[src/rtl/prio_select_pipe_if.sv]
// Valid/ready bus for the two-stage priority / round-robin word select.
// The design side uses the slave modport; the producer/consumer side uses master.
interface prio_select_pipe_if #(
  parameter int unsigned WIDTH = 8,
  parameter int unsigned N_CH  = 4
);
  localparam int unsigned SEL_W = $clog2(N_CH);

  logic                   i_valid;
  logic                   o_ready;
  logic [N_CH*WIDTH-1:0]  i_data;
  logic [N_CH-1:0]        i_cond;
  logic [WIDTH-1:0]       i_guard;
  logic [WIDTH-1:0]       i_default;
  logic                   i_mode;
  logic                   o_valid;
  logic                   i_ready;
  logic [WIDTH-1:0]       o_data;
  logic [SEL_W-1:0]       o_sel;
  logic                   o_hit;

  modport slave (
    input  i_valid, i_data, i_cond, i_guard, i_default, i_mode, i_ready,
    output o_ready, o_valid, o_data, o_sel, o_hit
  );

  modport master (
    output i_valid, i_data, i_cond, i_guard, i_default, i_mode, i_ready,
    input  o_ready, o_valid, o_data, o_sel, o_hit
  );
endinterface

[src/rtl/prio_select_pipe.sv]
// Two-stage conditional word select: stage 1 registers the per-channel qualify
// compare, stage 2 arbitrates (fixed priority or round-robin) into the output registers.
module prio_select_pipe #(
  parameter int unsigned       WIDTH      = 8,
  parameter int unsigned       N_CH       = 4,
  parameter logic [WIDTH-1:0]  THRESH     = WIDTH'(8),
  parameter logic [N_CH-1:0]   GUARD_MASK = '0
) (
  input  logic               i_clk,
  input  logic               i_arst_n,
  prio_select_pipe_if.slave  bus
);
  localparam int unsigned      SEL_W   = $clog2(N_CH);
  localparam logic [SEL_W-1:0] LAST_CH = SEL_W'(N_CH - 1);

  logic                  s1_valid;
  logic [N_CH*WIDTH-1:0] s1_data;
  logic [WIDTH-1:0]      s1_default;
  logic                  s1_mode;
  logic [N_CH-1:0]       s1_qual;
  logic [SEL_W-1:0]      ptr;

  logic                  out_valid;
  logic [WIDTH-1:0]      out_data;
  logic [SEL_W-1:0]      out_sel;
  logic                  out_hit;

  logic                  guard_ok;
  logic [N_CH-1:0]       qual_in;
  logic                  s2_adv;
  logic                  s1_adv;
  logic                  accept;

  logic                  fix_hit;
  logic [SEL_W-1:0]      fix_sel;
  logic                  rr_hit;
  logic [SEL_W-1:0]      rr_sel;
  logic [SEL_W-1:0]      rr_cand;
  logic                  win_hit;
  logic [SEL_W-1:0]      win_sel;
  logic [WIDTH-1:0]      win_data;
  logic [SEL_W-1:0]      ptr_next;

  // Handshake: o_ready looks through to i_ready so a full pipe can still stream.
  assign s2_adv = !out_valid || bus.i_ready;
  assign s1_adv = s1_valid && s2_adv;
  assign accept = bus.i_valid && bus.o_ready;

  assign bus.o_ready = !s1_valid || s2_adv;
  assign bus.o_valid = out_valid;
  assign bus.o_data  = out_data;
  assign bus.o_sel   = out_sel;
  assign bus.o_hit   = out_hit;

  // Unmasked channels ignore the guard; an equal guard fails the compare.
  assign guard_ok = bus.i_guard < THRESH;
  assign qual_in  = bus.i_cond & (~GUARD_MASK | {N_CH{guard_ok}});

  always_comb begin
    fix_hit = 1'b0;
    fix_sel = '0;
    for (int c = N_CH - 1; c >= 0; c--) begin
      if (s1_qual[SEL_W'(c)]) begin
        fix_hit = 1'b1;
        fix_sel = SEL_W'(c);
      end
    end
  end

  // Search ptr, ptr+1, ... with wrap; descending loop leaves the nearest hit.
  always_comb begin
    int sum;
    rr_hit  = 1'b0;
    rr_sel  = '0;
    rr_cand = '0;
    sum     = 0;
    for (int k = N_CH - 1; k >= 0; k--) begin
      sum = int'(ptr) + k;
      if (sum >= int'(N_CH)) begin
        sum = sum - int'(N_CH);
      end
      rr_cand = SEL_W'(sum);
      if (s1_qual[rr_cand]) begin
        rr_hit = 1'b1;
        rr_sel = rr_cand;
      end
    end
  end

  assign win_hit  = s1_mode ? rr_hit : fix_hit;
  assign win_sel  = s1_mode ? rr_sel : fix_sel;
  assign win_data = s1_data[int'(win_sel)*WIDTH +: WIDTH];
  assign ptr_next = (win_sel == LAST_CH) ? '0 : win_sel + SEL_W'(1);

  always_ff @(posedge i_clk or negedge i_arst_n) begin
    if (!i_arst_n) begin
      s1_valid   <= 1'b0;
      s1_data    <= '0;
      s1_default <= '0;
      s1_mode    <= 1'b0;
      s1_qual    <= '0;
    end else begin
      if (accept) begin
        s1_valid   <= 1'b1;
        s1_data    <= bus.i_data;
        s1_default <= bus.i_default;
        s1_mode    <= bus.i_mode;
        s1_qual    <= qual_in;
      end else if (s1_adv) begin
        s1_valid   <= 1'b0;
      end
    end
  end

  always_ff @(posedge i_clk or negedge i_arst_n) begin
    if (!i_arst_n) begin
      out_valid <= 1'b0;
      out_data  <= '0;
      out_sel   <= '0;
      out_hit   <= 1'b0;
      ptr       <= '0;
    end else begin
      if (s2_adv) begin
        out_valid <= s1_valid;
      end
      if (s1_adv) begin
        out_data <= win_hit ? win_data : s1_default;
        out_sel  <= win_hit ? win_sel : '0;
        out_hit  <= win_hit;
        // Only round-robin hits move the pointer; fixed and miss leave it.
        if (s1_mode && win_hit) begin
          ptr <= ptr_next;
        end
      end
    end
  end

endmodule

[src/flat_wrapper.sv]
// flat-port wrapper written by rule: the top's interface ports become plain ports
module prio_select_pipe_flat 
#(
  parameter int unsigned       WIDTH      = 8,
  parameter int unsigned       N_CH       = 4,
  parameter logic [WIDTH-1:0]  THRESH     = WIDTH'(8),
  parameter logic [N_CH-1:0]   GUARD_MASK = '0
)
  (i_clk, i_arst_n, bus_i_valid, bus_i_data, bus_i_cond, bus_i_guard, bus_i_default, bus_i_mode, bus_i_ready, bus_o_ready, bus_o_valid, bus_o_data, bus_o_sel, bus_o_hit);
  prio_select_pipe_if #(.WIDTH(WIDTH), .N_CH(N_CH)) bus_i ();
  input  logic i_clk;
  input  logic i_arst_n;
  input wire logic [$bits(bus_i.i_valid)-1:0] bus_i_valid;
  input wire logic [$bits(bus_i.i_data)-1:0] bus_i_data;
  input wire logic [$bits(bus_i.i_cond)-1:0] bus_i_cond;
  input wire logic [$bits(bus_i.i_guard)-1:0] bus_i_guard;
  input wire logic [$bits(bus_i.i_default)-1:0] bus_i_default;
  input wire logic [$bits(bus_i.i_mode)-1:0] bus_i_mode;
  input wire logic [$bits(bus_i.i_ready)-1:0] bus_i_ready;
  output wire logic [$bits(bus_i.o_ready)-1:0] bus_o_ready;
  output wire logic [$bits(bus_i.o_valid)-1:0] bus_o_valid;
  output wire logic [$bits(bus_i.o_data)-1:0] bus_o_data;
  output wire logic [$bits(bus_i.o_sel)-1:0] bus_o_sel;
  output wire logic [$bits(bus_i.o_hit)-1:0] bus_o_hit;
  assign bus_i.i_valid = bus_i_valid;
  assign bus_i.i_data = bus_i_data;
  assign bus_i.i_cond = bus_i_cond;
  assign bus_i.i_guard = bus_i_guard;
  assign bus_i.i_default = bus_i_default;
  assign bus_i.i_mode = bus_i_mode;
  assign bus_i.i_ready = bus_i_ready;
  assign bus_o_ready = bus_i.o_ready;
  assign bus_o_valid = bus_i.o_valid;
  assign bus_o_data = bus_i.o_data;
  assign bus_o_sel = bus_i.o_sel;
  assign bus_o_hit = bus_i.o_hit;
  prio_select_pipe #(.WIDTH(WIDTH), .N_CH(N_CH), .THRESH(THRESH), .GUARD_MASK(GUARD_MASK)) u_core (.i_clk(i_clk), .i_arst_n(i_arst_n), .bus(bus_i));
endmodule
[config.mk]
export PLATFORM = sky130hd
export DESIGN_NAME = prio_select_pipe_flat
export DESIGN_NICKNAME = d
export VERILOG_FILES = /design/src/rtl/prio_select_pipe_if.sv /design/src/rtl/prio_select_pipe.sv /design/src/flat_wrapper.sv
export SDC_FILE = /design/constraint.sdc
export NUM_CORES = 1
export LEC_CHECK = 0
export BUFFER_PORTS_ARGS = -buffer_cell sky130_fd_sc_hd__buf_2
export CAP_MARGIN = 15
export CORE_UTILIZATION = 40
export CTS_BUF_LIST = sky130_fd_sc_hd__clkbuf_2 sky130_fd_sc_hd__clkbuf_4 sky130_fd_sc_hd__clkbuf_8
export DETAILED_ROUTE_END_ITERATION = 8
export HOLD_SLACK_MARGIN = 0.06
export PLACE_DENSITY = 0.6
export SLEW_MARGIN = 20
export SYNTH_ARGS = -nofsm -noshare
export SYNTH_HDL_FRONTEND = slang
export SYNTH_SLANG_ARGS = --single-unit
[constraint.sdc]
create_clock -name i_clk -period 2.7 [get_ports i_clk]
set_input_delay 0.27 -clock i_clk [delete_from_list [all_inputs] [get_ports i_clk]]
set_output_delay 0.27 -clock i_clk [all_outputs]
set_load 0.05 [all_outputs]
Word level (Yosys, flattened, before mapping)
Cells that the tools add are included.
Cells by class
  $add $sub $neg: 8
  magnitude comparators: 8
  equality and inequality tests: 1
  shift operators: 1
  muxes and demuxes: 31
  reductions and logical operators: 9
Operators with widths (number)
  variable part select 32 x 6 -> 8 bit: 1
  2-to-1 mux 2 bit: 13
  2-to-1 mux 1 bit: 13
  < comparator 2 x 3 -> 1 bit, second input constant: 4
  >= comparator 3 bit, second input constant: 3
  binary-select mux 1 bit (select 2 bit): 4
  2-to-1 mux 8 bit: 1
  subtractor 2 x 1 -> 2 bit, second input constant: 4
  adder 2 x 2 -> 3 bit, second input constant: 2
  adder 2 x 1 -> 3 bit, second input constant: 1
  >= comparator 2 x 3 -> 1 bit, second input constant: 1
  logical AND 1 bit: 3
  adder 2 x 1 -> 2 bit, second input constant: 1
  equality test 2 bit, second input constant: 1
  zero test 1 bit: 2
  logical OR 1 bit: 2
  AND reduction 2 bit: 1
  nonzero test 2 bit: 1
Word-level totals
  bits in registers: 60
  input port bits: 57
  logic and storage cells: 68

Longest topological paths before layout
  word-level depth: 12
  gate-level depth with buffers: 9
  gate-level depth less buffers: 6

Worst setup path after synthesis
No wires, ideal clock.
  kind: register -> register
  start point: register u_core.out_valid, in the netlist u_core.bus.o_valid
  end point: register u_core.s1_data[10]
  library setup time: 0.125 ns
  arrival: 2.333 ns
  required time: 2.575 ns
  slack: 0.243 ns
  cell stages (with the launch flop): 5
  period minus slack after synthesis: 2.457 ns
  cells stage by stage: dfrtp_1 -> nand3b_1 -> nand2_1 -> clkbuf_1 -> mux2_2
Between the ends
  word-level cells in the longest chain between the ends: 4
Ends and longest elaborated chain
  from (decl): RTL line prio_select_pipe.sv:23  | logic out_valid;
  from (signal assigned): RTL line prio_select_pipe.sv:124  | out_valid <= s1_valid;
  zero test 1 bit: RTL line prio_select_pipe.sv:45  | assign s2_adv = !out_valid || bus.i_ready;
  logical OR 1 bit: RTL line prio_select_pipe.sv:45
  logical OR 1 bit: RTL line prio_select_pipe.sv:49  | assign bus.o_ready = !s1_valid || s2_adv;
  net bus_o_ready: RTL line flat_wrapper.sv:20  | output wire logic [$bits(bus_i.o_ready)-1:0] bus_o_ready;
  logical AND 1 bit: RTL line prio_select_pipe.sv:47  | assign accept = bus.i_valid && bus.o_ready;
  to (signal assigned): RTL line prio_select_pipe.sv:105  | s1_data <= bus.i_data;
  to (decl): RTL line prio_select_pipe.sv:17  | logic [N_CH*WIDTH-1:0] s1_data;
The timed path passes the listed nets, and every way through them passes these cells.
A chain may end at the register's enable or synchronous reset.

Final worst setup path
  start point: register u_core.s1_qual[0]
  end point: register u_core.out_data[1], in the netlist u_core.bus.o_data[1]
Between the ends
  word-level cells in the longest chain between the ends: 9
  elaborated cells between the ends (all ways): 22
  those cells by class: shift (1); mux (21)
Ends and longest elaborated chain
  from (decl): RTL line prio_select_pipe.sv:20  | logic [N_CH-1:0] s1_qual;
  from (signal assigned): RTL line prio_select_pipe.sv:108  | s1_qual <= qual_in;
  binary-select mux 1 bit (select 2 bit): RTL line prio_select_pipe.sv:83  | if (s1_qual[rr_cand]) begin
  2-to-1 mux 1 bit (not written as such): RTL line prio_select_pipe.sv:83
  2-to-1 mux 2 bit (4 in a row): RTL line prio_select_pipe.sv:83
  2-to-1 mux 2 bit: RTL line prio_select_pipe.sv:91  | assign win_sel = s1_mode ? rr_sel : fix_sel;
  variable part select 32 x 6 -> 8 bit: RTL line prio_select_pipe.sv:92  | assign win_data = s1_data[int'(win_sel)*WIDTH +: WIDTH];
  2-to-1 mux 8 bit *: RTL line prio_select_pipe.sv:127  | out_data <= win_hit ? win_data : s1_default;
  to (signal assigned): RTL line prio_select_pipe.sv:127
  to (decl): RTL line prio_select_pipe.sv:24  | logic [WIDTH-1:0] out_data;
Mark *: on every way between the ends. The rest lies on a longest branch, timed or not. The select of a mux whose other input is x is not followed.

==> flow_summary.toml <==
[synthesis]
synth_top_cell_by_area = "dfrtp_1"
ys.warnings.count = 0
yosys_register_bits = 60
synth_cell_types = 23
synth_ff_type = "dfrtp_1"
ys_async_sr_fraction = 1.00
syn_area_per_cell_sq_um = 13.2
syn_inst = 202
ys_seq_area_frac = 0.562
synth_top_area_share = 0.562
netlist_area_sq_um = 2670
syn_nets = 259
synthTopCellsByArea = "dfrtp_1 (56%), mux2_2 (20%), mux2i_1 (9.0%), a221o_1 (2.6%), nand2_1 (2.1%)"
synth_edf_count = 0

[cts]
clk_pin_slew_ps = 70
cts_tree = "built"
cts_max_level = 3
clockBufferDepth = 2
clock_latency_ps = 340
clock-sinks = 60
cts_buffers = 9
cts_root_buffer = "clkbuf_8"

[finish]
diodes = 0
layout.cells.non_filler = 353
nNetsFinal = 328
final_util = 0.510
area_delta_synth_final_pct = 21.9
drive_above_1_share = 0.486

[route]
totalWireLength_microns = 5320
antenna_left = 0
vias = 1820
drc_errors = 0
routedWlPerCell_microns = 15.1
drt_iter0_markers = 107
viasPerCell = 5.16
dr.pass1.iters = 4

[setup_path]
cp_cell_sequence = "o211ai_1 -> a21oi_1 -> a211oi_4 -> buf_4 -> mux2i_1 -> mux2i_1 -> a221o_1"
crit_top_cell = "mux2i_1"
cp_top_family = "compound AO/OA/AOI/OAI gates"
slowest_delay_ps = 470
critPathBufInv = 1
setup.worst_path.start_class = "flip-flop"
crit_type = "reg2reg"
worstPathArrival_ps = 2360
cp-end-kind = "flip-flop"
worstPathRequired_ps = 2920
cp_slowest_cell = "dfrtp_1"
critPathMaxFanout = 18

[power]
seqPwrFrac = 0.428
p_total_mw = 2.82
clock_power_share = 0.250
vdd_drop_max_uv = 486
comb_power_share = 0.323
switching_share = 0.359
powerDensity_nw_per_um2 = 866
netSwitchingPower_mw = 1.01
power.leakage_nw = 1.51
p_int_mw = 1.81

[sta]
holdWs_ps = 144
rsz0062_at_grt = "no"
max_slew_margin = 0.587
finalSetupViolCount = 0
hold_viol = 0
drv_slew = 0
fin_setup_tns_ps = 0
fin_worst_skew_ps = 10.0
worst_pin_slew_ps = 617
max_freq_ghz = 0.468
min_period_ps = 2140
finalCritPeriodShare = 0.792

[floorplan]
die_x_microns = 83.8
core-area_sq_um = 6390
rows = 29
dieArea_sq_um = 7020
start_util = 0.419
die_h_microns = 83.8
io_pins = 70

[place]
placed_cells = 336
hpwl_microns = 3730
routabilityCongestion = 0.710
io_buffers = 61

[global_routing]
overflow = 0
grt_pass1_vias = 1807
grt_pass1_wl_microns = 8870
antenna_found_initial = 0
track_usage = 0.168
grt_max_degree = 24

[run]
cap_violations = 0

[min_path]
min_path_type = "in2reg"

[outcome]
status = "completed"
what timing repair did:
| action | in CTS | in global routing |
|---|---|---|
| setup endpoints to repair | 0 | 0 |
| gates resized for setup | 0 | 0 |
| setup buffers | 0 | 0 |
| endpoints found under the hold margin | 18 | 0 |
| hold buffers | 1 | 0 |
cell usage after synthesis (2+ instances only):
cell	instances
mux2_2	47
nor2_1	13
clkbuf_1	7
dfrtp_1	60
o21ai_0	4
mux2i_1	24
a221o_1	7
nand2b_1	3
inv_1	3
a211oi_1	2
a21oi_1	3
buf_6	3
nand2_1	15
a21o_1	2
logic make-up after synthesis:
logic type	share of synthesized area
flip-flops	0.562
AO/OA/AOI/OAI	0.0641
buffers and inverters	0.0295
multiplexers	0.288
AND/OR/NAND/NOR	0.0538
XOR/XNOR	0.00328
sequential cells by signal, indices dropped and copies added, names as in the netlist:
register and flops:
u_core.ptr 2, u_core.s1_default 8, u_core.s1_data 32, u_core.s1_mode 1
u_core.s1_valid 1, u_core.bus.o_sel 2, u_core.bus.o_data 8, u_core.bus.o_hit 1
u_core.s1_qual 4, u_core.bus.o_valid 1
routing by layer:
layer	GRT usage	vias up	part of all wire
li1	-	858	-
met1	0.207	904	0.44
met2	0.257	49	0.49
met3	0.0772	9	0.059
met4	0.0647	0	0.010
met5	0	-	0
power by group through the flow:
stage	Sequential [mW]	Combinational, mW	Clock [mW]
finish	1.21	0.910	0.705
floorplan	1.42	0.472	0
detailed placement	1.22	0.922	0
global placement	1.22	0.908	0
CTS	1.21	0.926	0.728
global route	1.23	0.978	0.770
layout make-up:
type,instances,area [sq um]
Fill cell,602,3130
Timing Repair Buffer,69,368
Multi-Input combinational cell,128,1110
Tap cell,77,96.3
Sequential cell,60,1500
Inverter,3,11.3
Clock inverter,5,27.5
Clock buffer,11,145
worst paths after layout:
path                       slack [ps]  cells past startpoint                           from                          endpoint
max in group asynchronous        1640                      3                       i_arst_n    u_core.s1_data[24]$_DFFE_PN0P_
min in group asynchronous         410                      2                       i_arst_n  u_core.bus.o_data[3]$_DFFE_PN0P_
setup reg to reg                  560                      7  u_core.s1_qual[0]$_DFFE_PN0P_  u_core.bus.o_data[1]$_DFFE_PN0P_
hold reg to reg                   500                      1    u_core.s1_valid$_DFFE_PN0P_    u_core.bus.o_valid$_DFFE_PN0P_
setup / recovery                  560                      7  u_core.s1_qual[0]$_DFFE_PN0P_  u_core.bus.o_data[1]$_DFFE_PN0P_
hold / removal                    140                      2                    bus_i_valid       u_core.s1_valid$_DFFE_PN0P_
layout by cell type (no fill, tap or decap), types with 7 or more instances in the layout:
master,n
buf_2,61
dfrtp_1,60
nor2_1,13
nand2_1,14
clkbuf_8,10
mux2i_1,24
mux2_2,47
a221o_1,7
buf_4,7
through the flow:
stage          instance area [sq um]  worst slack [ps]
2_1_floorplan                   2670               243
3_3_place_gp                    3080               527
3_5_place_dp                    3080               513
4_1_cts                         3260               504
5_1_grt                         3260               408
6_report                        3260               563
Note: power is estimated with default switching activity, not from simulation.
